`config.mk`:
```
export PLATFORM = sky130hd
export DESIGN_NAME = alu_exec_unit
export DESIGN_NICKNAME = d
export VERILOG_FILES = /design/src/rtl/alu_exec_unit.sv
export SDC_FILE = /design/constraint.sdc
export NUM_CORES = 2
export LEC_CHECK = 0
export ABC_AREA = 1
export CAP_MARGIN = 5
export CORE_MARGIN = 2
export CORE_UTILIZATION = 30
export CTS_CLUSTER_DIAMETER = 80
export DETAILED_ROUTE_END_ITERATION = 12
export PLACE_DENSITY = 0.43
export SLEW_MARGIN = 20
export SYNTH_ARGS = -nofsm -noshare
export SYNTH_HDL_FRONTEND = slang
export SYNTH_SLANG_ARGS = --single-unit
```
`constraint.sdc`:
```
create_clock -name clk_in -period 3.8 [get_ports clk_in]
set_clock_uncertainty 0.2 [all_clocks]
set_input_delay 0.76 -clock clk_in [delete_from_list [all_inputs] [get_ports clk_in]]
set_output_delay 0.76 -clock clk_in [all_outputs]
set_load 0.005 [all_outputs]
```
`src/rtl/alu_exec_unit.sv`:
```
// alu_exec_unit: RV32I ALU/branch/jump execution unit feeding an in-order result queue toward the CDB.
module alu_exec_unit #(
   parameter int XLEN    = 32,
   parameter int ENTRY_W = 4,
   parameter int QDEPTH  = 4
) (
   input  logic                      clk_in,
   input  logic                      rst_n_in,
   input  logic                      rdy_in,
   input  logic                      flush_in,
   input  logic                      in_valid,
   output logic                      in_ready,
   input  logic [5:0]                in_op,
   input  logic [XLEN-1:0]           in_vj,
   input  logic [XLEN-1:0]           in_vk,
   input  logic [XLEN-1:0]           in_imm,
   input  logic [XLEN-1:0]           in_pc,
   input  logic [ENTRY_W-1:0]        in_des,
   output logic                      out_valid,
   input  logic                      out_grant,
   output logic [XLEN-1:0]           out_result,
   output logic [XLEN-1:0]           out_pc,
   output logic                      out_jump,
   output logic [ENTRY_W-1:0]        out_des,
   output logic [$clog2(QDEPTH):0]   occupancy
);
   localparam int PW = $clog2(QDEPTH);
   localparam int CW = PW + 1;
   localparam int SW = $clog2(XLEN);
   localparam logic [5:0] ADD = 6'd1, SUB = 6'd2, SLL = 6'd3, SLT = 6'd4, SLTU = 6'd5,
      XOR = 6'd6, SRL = 6'd7, SRA = 6'd8, OR = 6'd9, AND = 6'd10, ADDI = 6'd11, SLTI = 6'd12,
      SLTIU = 6'd13, XORI = 6'd14, ORI = 6'd15, ANDI = 6'd16, SLLI = 6'd17, SRLI = 6'd18,
      SRAI = 6'd19, BEQ = 6'd20, BNE = 6'd21, BLT = 6'd22, BGE = 6'd23, BLTU = 6'd24,
      BGEU = 6'd25, JAL = 6'd26, JALR = 6'd27, LUI = 6'd28, AUIPC = 6'd29;

   typedef struct packed {
      logic [XLEN-1:0]    res;
      logic [XLEN-1:0]    npc;
      logic               jmp;
      logic [ENTRY_W-1:0] des;
   } entry_t;

   entry_t          mem [QDEPTH];
   entry_t          head, new_e;
   logic [PW-1:0]   rd_ptr, wr_ptr, rd_nx;
   logic [CW-1:0]   count, cnt_nx;
   logic            accept, pop, flush, taken, is_br;
   logic [XLEN-1:0] res, npc, pc4, target;
   logic [SW-1:0]   sh_r, sh_i;

   assign pc4    = in_pc + XLEN'(4);
   assign target = in_pc + in_imm;
   assign sh_r   = in_vk[SW-1:0];
   assign sh_i   = in_imm[SW-1:0];

   always_comb begin
      res   = '0;
      npc   = pc4;
      taken = 1'b0;
      is_br = 1'b0;
      new_e.jmp = 1'b0;
      case (in_op)
         ADD:   res = in_vj + in_vk;
         SUB:   res = in_vj - in_vk;
         SLL:   res = in_vj << sh_r;
         SLT:   res = XLEN'($signed(in_vj) < $signed(in_vk));
         SLTU:  res = XLEN'(in_vj < in_vk);
         XOR:   res = in_vj ^ in_vk;
         SRL:   res = in_vj >> sh_r;
         SRA:   res = $unsigned($signed(in_vj) >>> sh_r);
         OR:    res = in_vj | in_vk;
         AND:   res = in_vj & in_vk;
         ADDI:  res = in_vj + in_imm;
         SLTI:  res = XLEN'($signed(in_vj) < $signed(in_imm));
         SLTIU: res = XLEN'(in_vj < in_imm);
         XORI:  res = in_vj ^ in_imm;
         ORI:   res = in_vj | in_imm;
         ANDI:  res = in_vj & in_imm;
         SLLI:  res = in_vj << sh_i;
         SRLI:  res = in_vj >> sh_i;
         SRAI:  res = $unsigned($signed(in_vj) >>> sh_i);
         BEQ:   begin is_br = 1'b1; taken = in_vj == in_vk; end
         BNE:   begin is_br = 1'b1; taken = in_vj != in_vk; end
         BLT:   begin is_br = 1'b1; taken = $signed(in_vj) < $signed(in_vk); end
         BGE:   begin is_br = 1'b1; taken = $signed(in_vj) >= $signed(in_vk); end
         BLTU:  begin is_br = 1'b1; taken = in_vj < in_vk; end
         BGEU:  begin is_br = 1'b1; taken = in_vj >= in_vk; end
         JAL:   begin res = pc4; npc = target; new_e.jmp = 1'b1; end
         JALR:  begin res = pc4; npc = (in_vj + in_imm) & ~XLEN'(1); new_e.jmp = 1'b1; end
         LUI:   res = in_imm;
         AUIPC: res = target;
         default: ;
      endcase
      if (is_br) begin
         res       = XLEN'(taken);
         npc       = taken ? target : pc4;
         new_e.jmp = taken;
      end
      new_e.res = res;
      new_e.npc = npc;
      new_e.des = in_des;
   end

   assign in_ready  = (count < CW'(QDEPTH)) && !flush_in;
   assign out_valid = count != '0;
   assign occupancy = count;
   assign flush     = flush_in && rdy_in;
   assign accept    = in_valid && in_ready && rdy_in;
   assign pop       = out_valid && out_grant && rdy_in && !flush_in;
   assign rd_nx     = pop ? rd_ptr + PW'(1) : rd_ptr;
   assign cnt_nx    = flush ? '0 : count + CW'(accept) - CW'(pop);
   assign {out_result, out_pc, out_jump, out_des} = head;

   // Head is re-registered so that an emptied queue keeps presenting the last head.
   always_ff @(posedge clk_in or negedge rst_n_in) begin
      if (!rst_n_in) begin
         rd_ptr <= '0;
         wr_ptr <= '0;
         count  <= '0;
         head   <= '0;
         for (int i = 0; i < QDEPTH; i++) mem[i] <= '0;
      end else if (rdy_in) begin
         rd_ptr <= flush ? '0 : rd_nx;
         wr_ptr <= flush ? '0 : accept ? wr_ptr + PW'(1) : wr_ptr;
         count  <= cnt_nx;
         if (accept) mem[wr_ptr] <= new_e;
         if (cnt_nx != '0) head <= (accept && wr_ptr == rd_nx) ? new_e : mem[rd_nx];
      end
   end
endmodule

```
# --- Yosys cells after proc, flatten, opt, wreduce, memory -nomap -nowiden ---
# Index checks and enable logic that the tools add are counted.
op_classes:
  shifts: 6
  mux: 21
  n_addsub: 9
  n_lt_le_gt_ge: 10
  n_bitwise: 8
  n_mul: 0
  reduce_logical: 18
  n_eq_ne: 32
  n_div: 0
ops:
  columns: ["cell", "count"]
  rows:
  - ["32-bit one-hot mux with 22 select lines", 1]
  - ["276-bit bitwise mux", 1]
  - ["69-bit two-way mux", 4]
  - ["69-bit binary-select mux with 2-bit select", 1]
  - ["69-bit demux with 2-bit select", 1]
  - ["32-bit less-than comparator", 4]
  - ["32-bit adder", 3]
  - ["32-bit two-way mux", 3]
  - ["6-bit by 5-bit == test with 1-bit output (second input constant)", 14]
  - ["32-bit bitwise AND", 2]
  - ["32-bit >= comparator", 2]
  - ["32-bit bitwise OR", 2]
  - ["32-bit one-hot mux with 2 select lines", 1]
  - ["32-bit by 5-bit left shift with 32-bit output", 2]
  - ["32-bit by 5-bit right shift with 32-bit output", 2]
  - ["32-bit by 5-bit >>> shifter with 32-bit output", 2]
  - ["32-bit XOR", 2]
  - ["6-bit by 4-bit == test with 1-bit output (second input constant)", 8]
  - ["32-bit by 3-bit adder with 32-bit output (second input constant)", 1]
  - ["32-bit == test", 1]
  - ["32-bit inequality test", 1]
  - ["32-bit subtractor", 1]
  - ["6-bit by 3-bit == test with 1-bit output (second input constant)", 4]
  - ["6-bit by 2-bit == test with 1-bit output (second input constant)", 2]
  - ["other kinds (20)", 39]
word_totals:
  in_bits: 144
  ram_bits: 0
  regBits: 352
  memories: 0
  out_inout_bits: 74
  latchBits: 0
  wordCells: 127
  mem_bits_ro: 0

# --- Logic depth before layout (Yosys ltp) ---
depth:
  ltp_word: 10
  ltp_mapped: 26
  depth_no_buf: 23

# --- Worst setup path after synthesis ---
# Ideal clock, no wire load.
synth_timing:
  kind: "in2reg"
  from: "input port flush_in"
  to: "register head (netlist bit out_pc[0])"
  t_arrival_ns: 3.290
  required_ns: 3.483
  setup_time_ns: 0.117
  slack_ns: 0.194
  path_buffers: 2
  cell_stages: 15
  cell_sequence: "nor2_1 -> nand3_1 -> ha_1 -> inv_1 -> ha_1 -> fa_1 -> or2_2 -> nand3_1 -> nand2_1 -> clkinv_1 -> clkbuf_1 -> clkbuf_1 -> nor2_1 -> nand2_1 -> nand2_1"
synth_via:
  elab_chain_len: 9
  elab_cells_between_ends: 19
  cone_classes: "add/sub (2); eq/ne (1); mux (6); bitwise (1); reduce/logical (9)"
synth_lines:
  columns: ["item", "line_no", "rtl"]
  rows:
  - ["start: declaration", "10", "input logic flush_in,"]
  - ["1-bit zero test", "104, 109", null]
  - ["1-bit logical AND", "104", "assign in_ready = (count < CW'(QDEPTH)) && !flush_in;"]
  - ["1-bit logical AND (2 in a row)", "108", "assign accept = in_valid && in_ready && rdy_in;"]
  - ["3-bit by 1-bit adder with 3-bit output", "111", "assign cnt_nx = flush ? '0 : count + CW'(accept) - CW'(pop);"]
  - ["3-bit by 1-bit subtractor with 3-bit output", "111", null]
  - ["3-bit two-way mux", "111", null]
  - ["3-bit nonzero test", "127", "if (cnt_nx != '0) head <= (accept && wr_ptr == rd_nx) ? new_e : mem[rd_nx];"]
  - ["2-bit AND reduction (no source line)", null, null]
  - ["end signal: assignment", "127", null]
  - ["end: declaration", "44", "entry_t head, new_e;"]
# Several ways; a longest one is shown, not always the timed one. The select of a mux whose other input is x is not followed.
# A chain may end at the register's enable or synchronous reset.

# --- Worst setup path in the final report ---
layout_timing:
  from: "input port in_imm[10]"
  to: "register mem[60] in the netlist's numbering"
layout_via:
  elab_chain_len: 4
  elab_cells_between_ends: 5
  cone_classes: "add/sub (2); mux (3)"
layout_lines:
  columns: ["item", "line_no", "rtl"]
  rows:
  - ["start: declaration", "16", "input logic [XLEN-1:0] in_imm,"]
  - ["32-bit adder, on equally long branches", "52, 73", null]
  - ["32-bit one-hot mux with 22 select lines (*)", "62", "case (in_op)"]
  - ["32-bit two-way mux (*)", "94", "if (is_br) begin"]
  - ["276-bit bitwise mux (*)", "126", "if (accept) mem[wr_ptr] <= new_e;"]
  - ["end signal: indexed assignment", "126", null]
  - ["end: declaration", "43", "entry_t mem [QDEPTH];"]
# Mark *: on every way between the ends. The rest lies on a longest branch, timed or not.

==> metrics.txt <==
status=finished with violations; failing checks=hold timing; first-pass GRT wire length=about 350 mm; Tightest Hold Check Type=in2async; reg2reg end=out_result[30]; Max IR drop VDD=slightly above 0.3 mV; Tot Pwr=between 15 and 20 mW; First-pass DRT Iterations=6; family with the most delay on the worst path=buffers and inverters; Filler Cell Count=13100; fmax=265 MHz; Power Dens Cells=roughly 330 nW/um^2; Critical R2R Launch=occupancy[1]; Post-Syn Area=about 37000 um^2; share of flip-flops with an asynchronous set or reset=100%; DR iter-0 viols=5890; Setup Crit Path Kind=in2reg; CORE AREA=about 120000 um^2; Crit path required time=roughly 4000 ps; Crit-path slowest cell=clkdlybuf4s50_1; Area growth syn-to-layout=53.5%; Seq/Total Area, Yosys=23.8%; most frequent CP cell=buf_4; syn_area_per_cell=slightly below 6 um^2; largest net degree at the start of global routing=79; initial antenna violation count=15; TritonCTS Sinks=352; drt total wl=244 mm; worst reg2reg path depth=16; flip-flop and latch count after synthesis=roughly 350; crit-path cells=clkdlybuf4s50_1, buf_4, ha_2, a21oi_2, o21ai_0, a21oi_1, nand2_4, a21oi_2, xnor2_1, buf_4, nand2_1, buf_4, o21ai_1, nor2_1, buf_6, nand2_1, buf_4, nand2_1, o21ai_0; Post-synth EDFFs=0; final setup fails=0; Buffers on Ports=about 220; CTS clock-pin slew for the worst setup and hold paths=60 ps; data arrival time of the worst path=~4000 ps; Post-DRT Antenna Nets=0; time the worst path needs with I/O delays and setup=3770 ps; final hold violations=2; Clock Tree Buf Depth=3; final period utilization=between 90% and 100%; GR Overflow Total=0; Initial Utilization=between 30% and 40%; All-Layer GR Usage=a little under two fifths; Ports=roughly 220; H-tree depth=2; clk root buf=clkbuf_16; Syn Nets=between 6000 and 7000; vias in the first global route=between 40000 and 50000; drt wl/cell=25.3 um; Slew @ Worst Pin=724 ps; clock buffer count from CTS=35; Die Width=approximately 360 um; Max Slew Vio Count=0; Buf+Inv Stages, Crit Path=6; startpoint types=input port; Max-Cap Viols=0; CP Capture Type=flop; Final HPWL DP=about 200 mm; leakage=approximately 29 nW; worst hold slack=-10.6 ps; Most used DFF post-synth=dfrtp_1; DR vias=51200; row count=approximately 130; Slew headroom=51.7%; synth warn=0; Routability Congestion=about 1.1; DRC viols=0; Hold-fix buffers, CTS=0; layout cells sized above 1=a little over a quarter; CTS tree=done; die height=~360 um; synth unique cells=63; R2R setup slack=approximately 540 ps; Post-layout nets=a little over 8000; CP max stage delay=between 500 and 600 ps; worst skew pair latency=between 500 and 600 ps; Crit Path Max Fanout=4; Cells after Synth=6343; routed vias/inst=around 5.3; die area=between 100000 and 150000 um^2
[metrics by stage]
| step | worst slack [ps] | setup TNS (ps) | std cells | cell area (um^2) | utilization [%] |
|---|---|---|---|---|---|
| floorplan | 194 | 0 | 6343 | 37100 | - |
| global placement | -1060 | -219820 | 9567 | 54100 | 44.3 |
| detailed placement | -1060 | -222850 | 9567 | 54100 | 44.3 |
| CTS | -18.6 | -26.9 | 9632 | 55600 | 45.5 |
| global route | -37.4 | -388 | 9646 | 56900 | 46.5 |
| finish | 25.9 | 0 | 9654 | 56900 | 46.6 |
[registers in the layout, indices dropped and copies added (netlist names)]
register / count
out_result: 32
wr_ptr: 2
mem: 276
occupancy: 3
out_pc: 32
rd_ptr: 2
out_jump: 1
out_des: 4
[cells in the final DEF, fill, tap and decap left out, drive strengths merged, types with 8 or more instances in the layout]
| master | synthesis | layout |
|---|---|---|
| dfrtp | 352 | 352 |
| nor3 | 63 | 63 |
| or2 | 55 | 55 |
| xnor2 | 16 | 16 |
| o22ai | 40 | 40 |
| nand3b | 11 | 11 |
| nor4 | 11 | 11 |
| clkbuf | 147 | 52 |
| inv | 557 | 562 |
| nor2 | 565 | 565 |
| nand4 | 78 | 78 |
| dlymetal6s2s | 0 | 18 |
| nand2 | 2172 | 2172 |
| xor2 | 39 | 39 |
| nand3 | 887 | 887 |
| o21ai | 571 | 571 |
| o21a | 9 | 9 |
| diode | 0 | 8 |
| o21bai | 22 | 22 |
| buf | 157 | 1703 |
| clkdlybuf4s50 | 0 | 192 |
| ha | 164 | 164 |
| o211ai | 70 | 70 |
| o2111ai | 30 | 30 |
| a21oi | 270 | 270 |
[timing repair]
| action | CTS | global route |
|---|---|---|
| setup endpoints to repair | 303 | 319 |
| gates cloned | 1 | 1 |
| setup buffers | 3 | 13 |
| pin swaps | 9 | 35 |
| resized for setup | 94 | 296 |
[final cells by class]
| cell class | count | area [um^2] | share of cell area, % |
|---|---|---|---|
| Sequential cell | 352 | 8810 | 15.5 |
| Clock buffer | 51 | 1020 | 1.79 |
| Inverter | 561 | 2120 | 3.72 |
| Multi-Input combinational cell | 5126 | 26100 | 45.9 |
| Tap cell | 1625 | 2030 | 3.57 |
| Clock inverter | 10 | 118 | 0.207 |
| Timing Repair Buffer | 1921 | 16700 | 29.3 |
| Antenna cell | 8 | 20.0 | 0.0352 |
[report_power, final]
group | leakage [nW] | total (mW) | switching [mW] | internal, mW
Combinational | 24.4 | 9.64 | 5.37 | 4.27
Clock | 0.562 | 3.61 | 1.60 | 2.01
Sequential | 4.41 | 5.74 | 0.742 | 5.00
[cell families (layout without fill, tap and decap cells)]
logic type	after synthesis	count (layout)	share of synthesized area [%]
AOI/OAI and AO/OA	1049	1049	15.8
xor gates and xnor gates	55	55	1.32
adders and majority gates	169	169	5.81
buffers and inverters	865	2543	9.54
DFF	352	352	23.8
other	0	8	0
and+or+nand+nor	3853	3853	43.8
[routing by layer]
metal	up-vias	wire [um]	track usage, %
met2	2196	104000	57.7
met5	-	51	0
met3	331	20500	5.44
li1	24200	-	-
met1	24400	110000	53.9
met4	8	9530	11.5
[Yosys cell counts (5+ instances only)]
cell type | instances | area, um^2
o21ai_1 | 70 | 350
nor2_1 | 552 | 2070
o22ai_1 | 40 | 250
nor3_1 | 58 | 290
nand2_1 | 2161 | 8110
clkbuf_1 | 145 | 544
o21bai_1 | 22 | 165
o21ai_2 | 7 | 61.3
a21o_1 | 7 | 52.6
o221ai_1 | 5 | 43.8
o21ai_0 | 490 | 2450
buf_1 | 15 | 56.3
or2_2 | 42 | 263
o21a_1 | 9 | 67.6
buf_6 | 10 | 113
inv_1 | 539 | 2020
o211ai_1 | 67 | 503
inv_2 | 17 | 63.8
buf_2 | 114 | 571
fa_1 | 5 | 100
and3_1 | 6 | 37.5
xor2_1 | 38 | 333
xnor2_1 | 16 | 140
dfrtp_1 | 352 | 8810
nand2_2 | 11 | 68.8
a31oi_1 | 7 | 43.8
o2111ai_1 | 30 | 263
nand3_1 | 882 | 4410
nand4_1 | 77 | 482
nor2_2 | 11 | 68.8
nand3b_1 | 11 | 82.6
nor4_1 | 11 | 68.8
a21oi_1 | 268 | 1340
ha_1 | 164 | 2050
buf_4 | 18 | 135
or2_1 | 9 | 56.3
[how the worst max path moves through the flow]
stage,start,end,slack (ps),cells after the start
after CTS,in_vk[22],out_pc[16],-20,21
after floorplan,flush_in,out_pc[0],190,15
after global routing,in_imm[18],mem[130],-40,21
after detailed placement,in_imm[3],mem[49],-1060,20
after global placement,in_imm[3],mem[118],-1060,15
final,in_imm[10],mem[60],30,19
[worst register-to-register path, cell delays in order (launching register included)]
cell and delay (ps):
dfrtp_1 400, inv_1 120, nand3_1 100, and3_2 200, ha_1 270, inv_1 40
ha_1 180, fa_1 370, or2_2 300, nand3_1 90, nand2_1 120, inv_4 150
buf_12 240, buf_4 200, a21oi_1 40, nand2_2 90, nand2_1 50
Power figures use the tool's default switching activity.
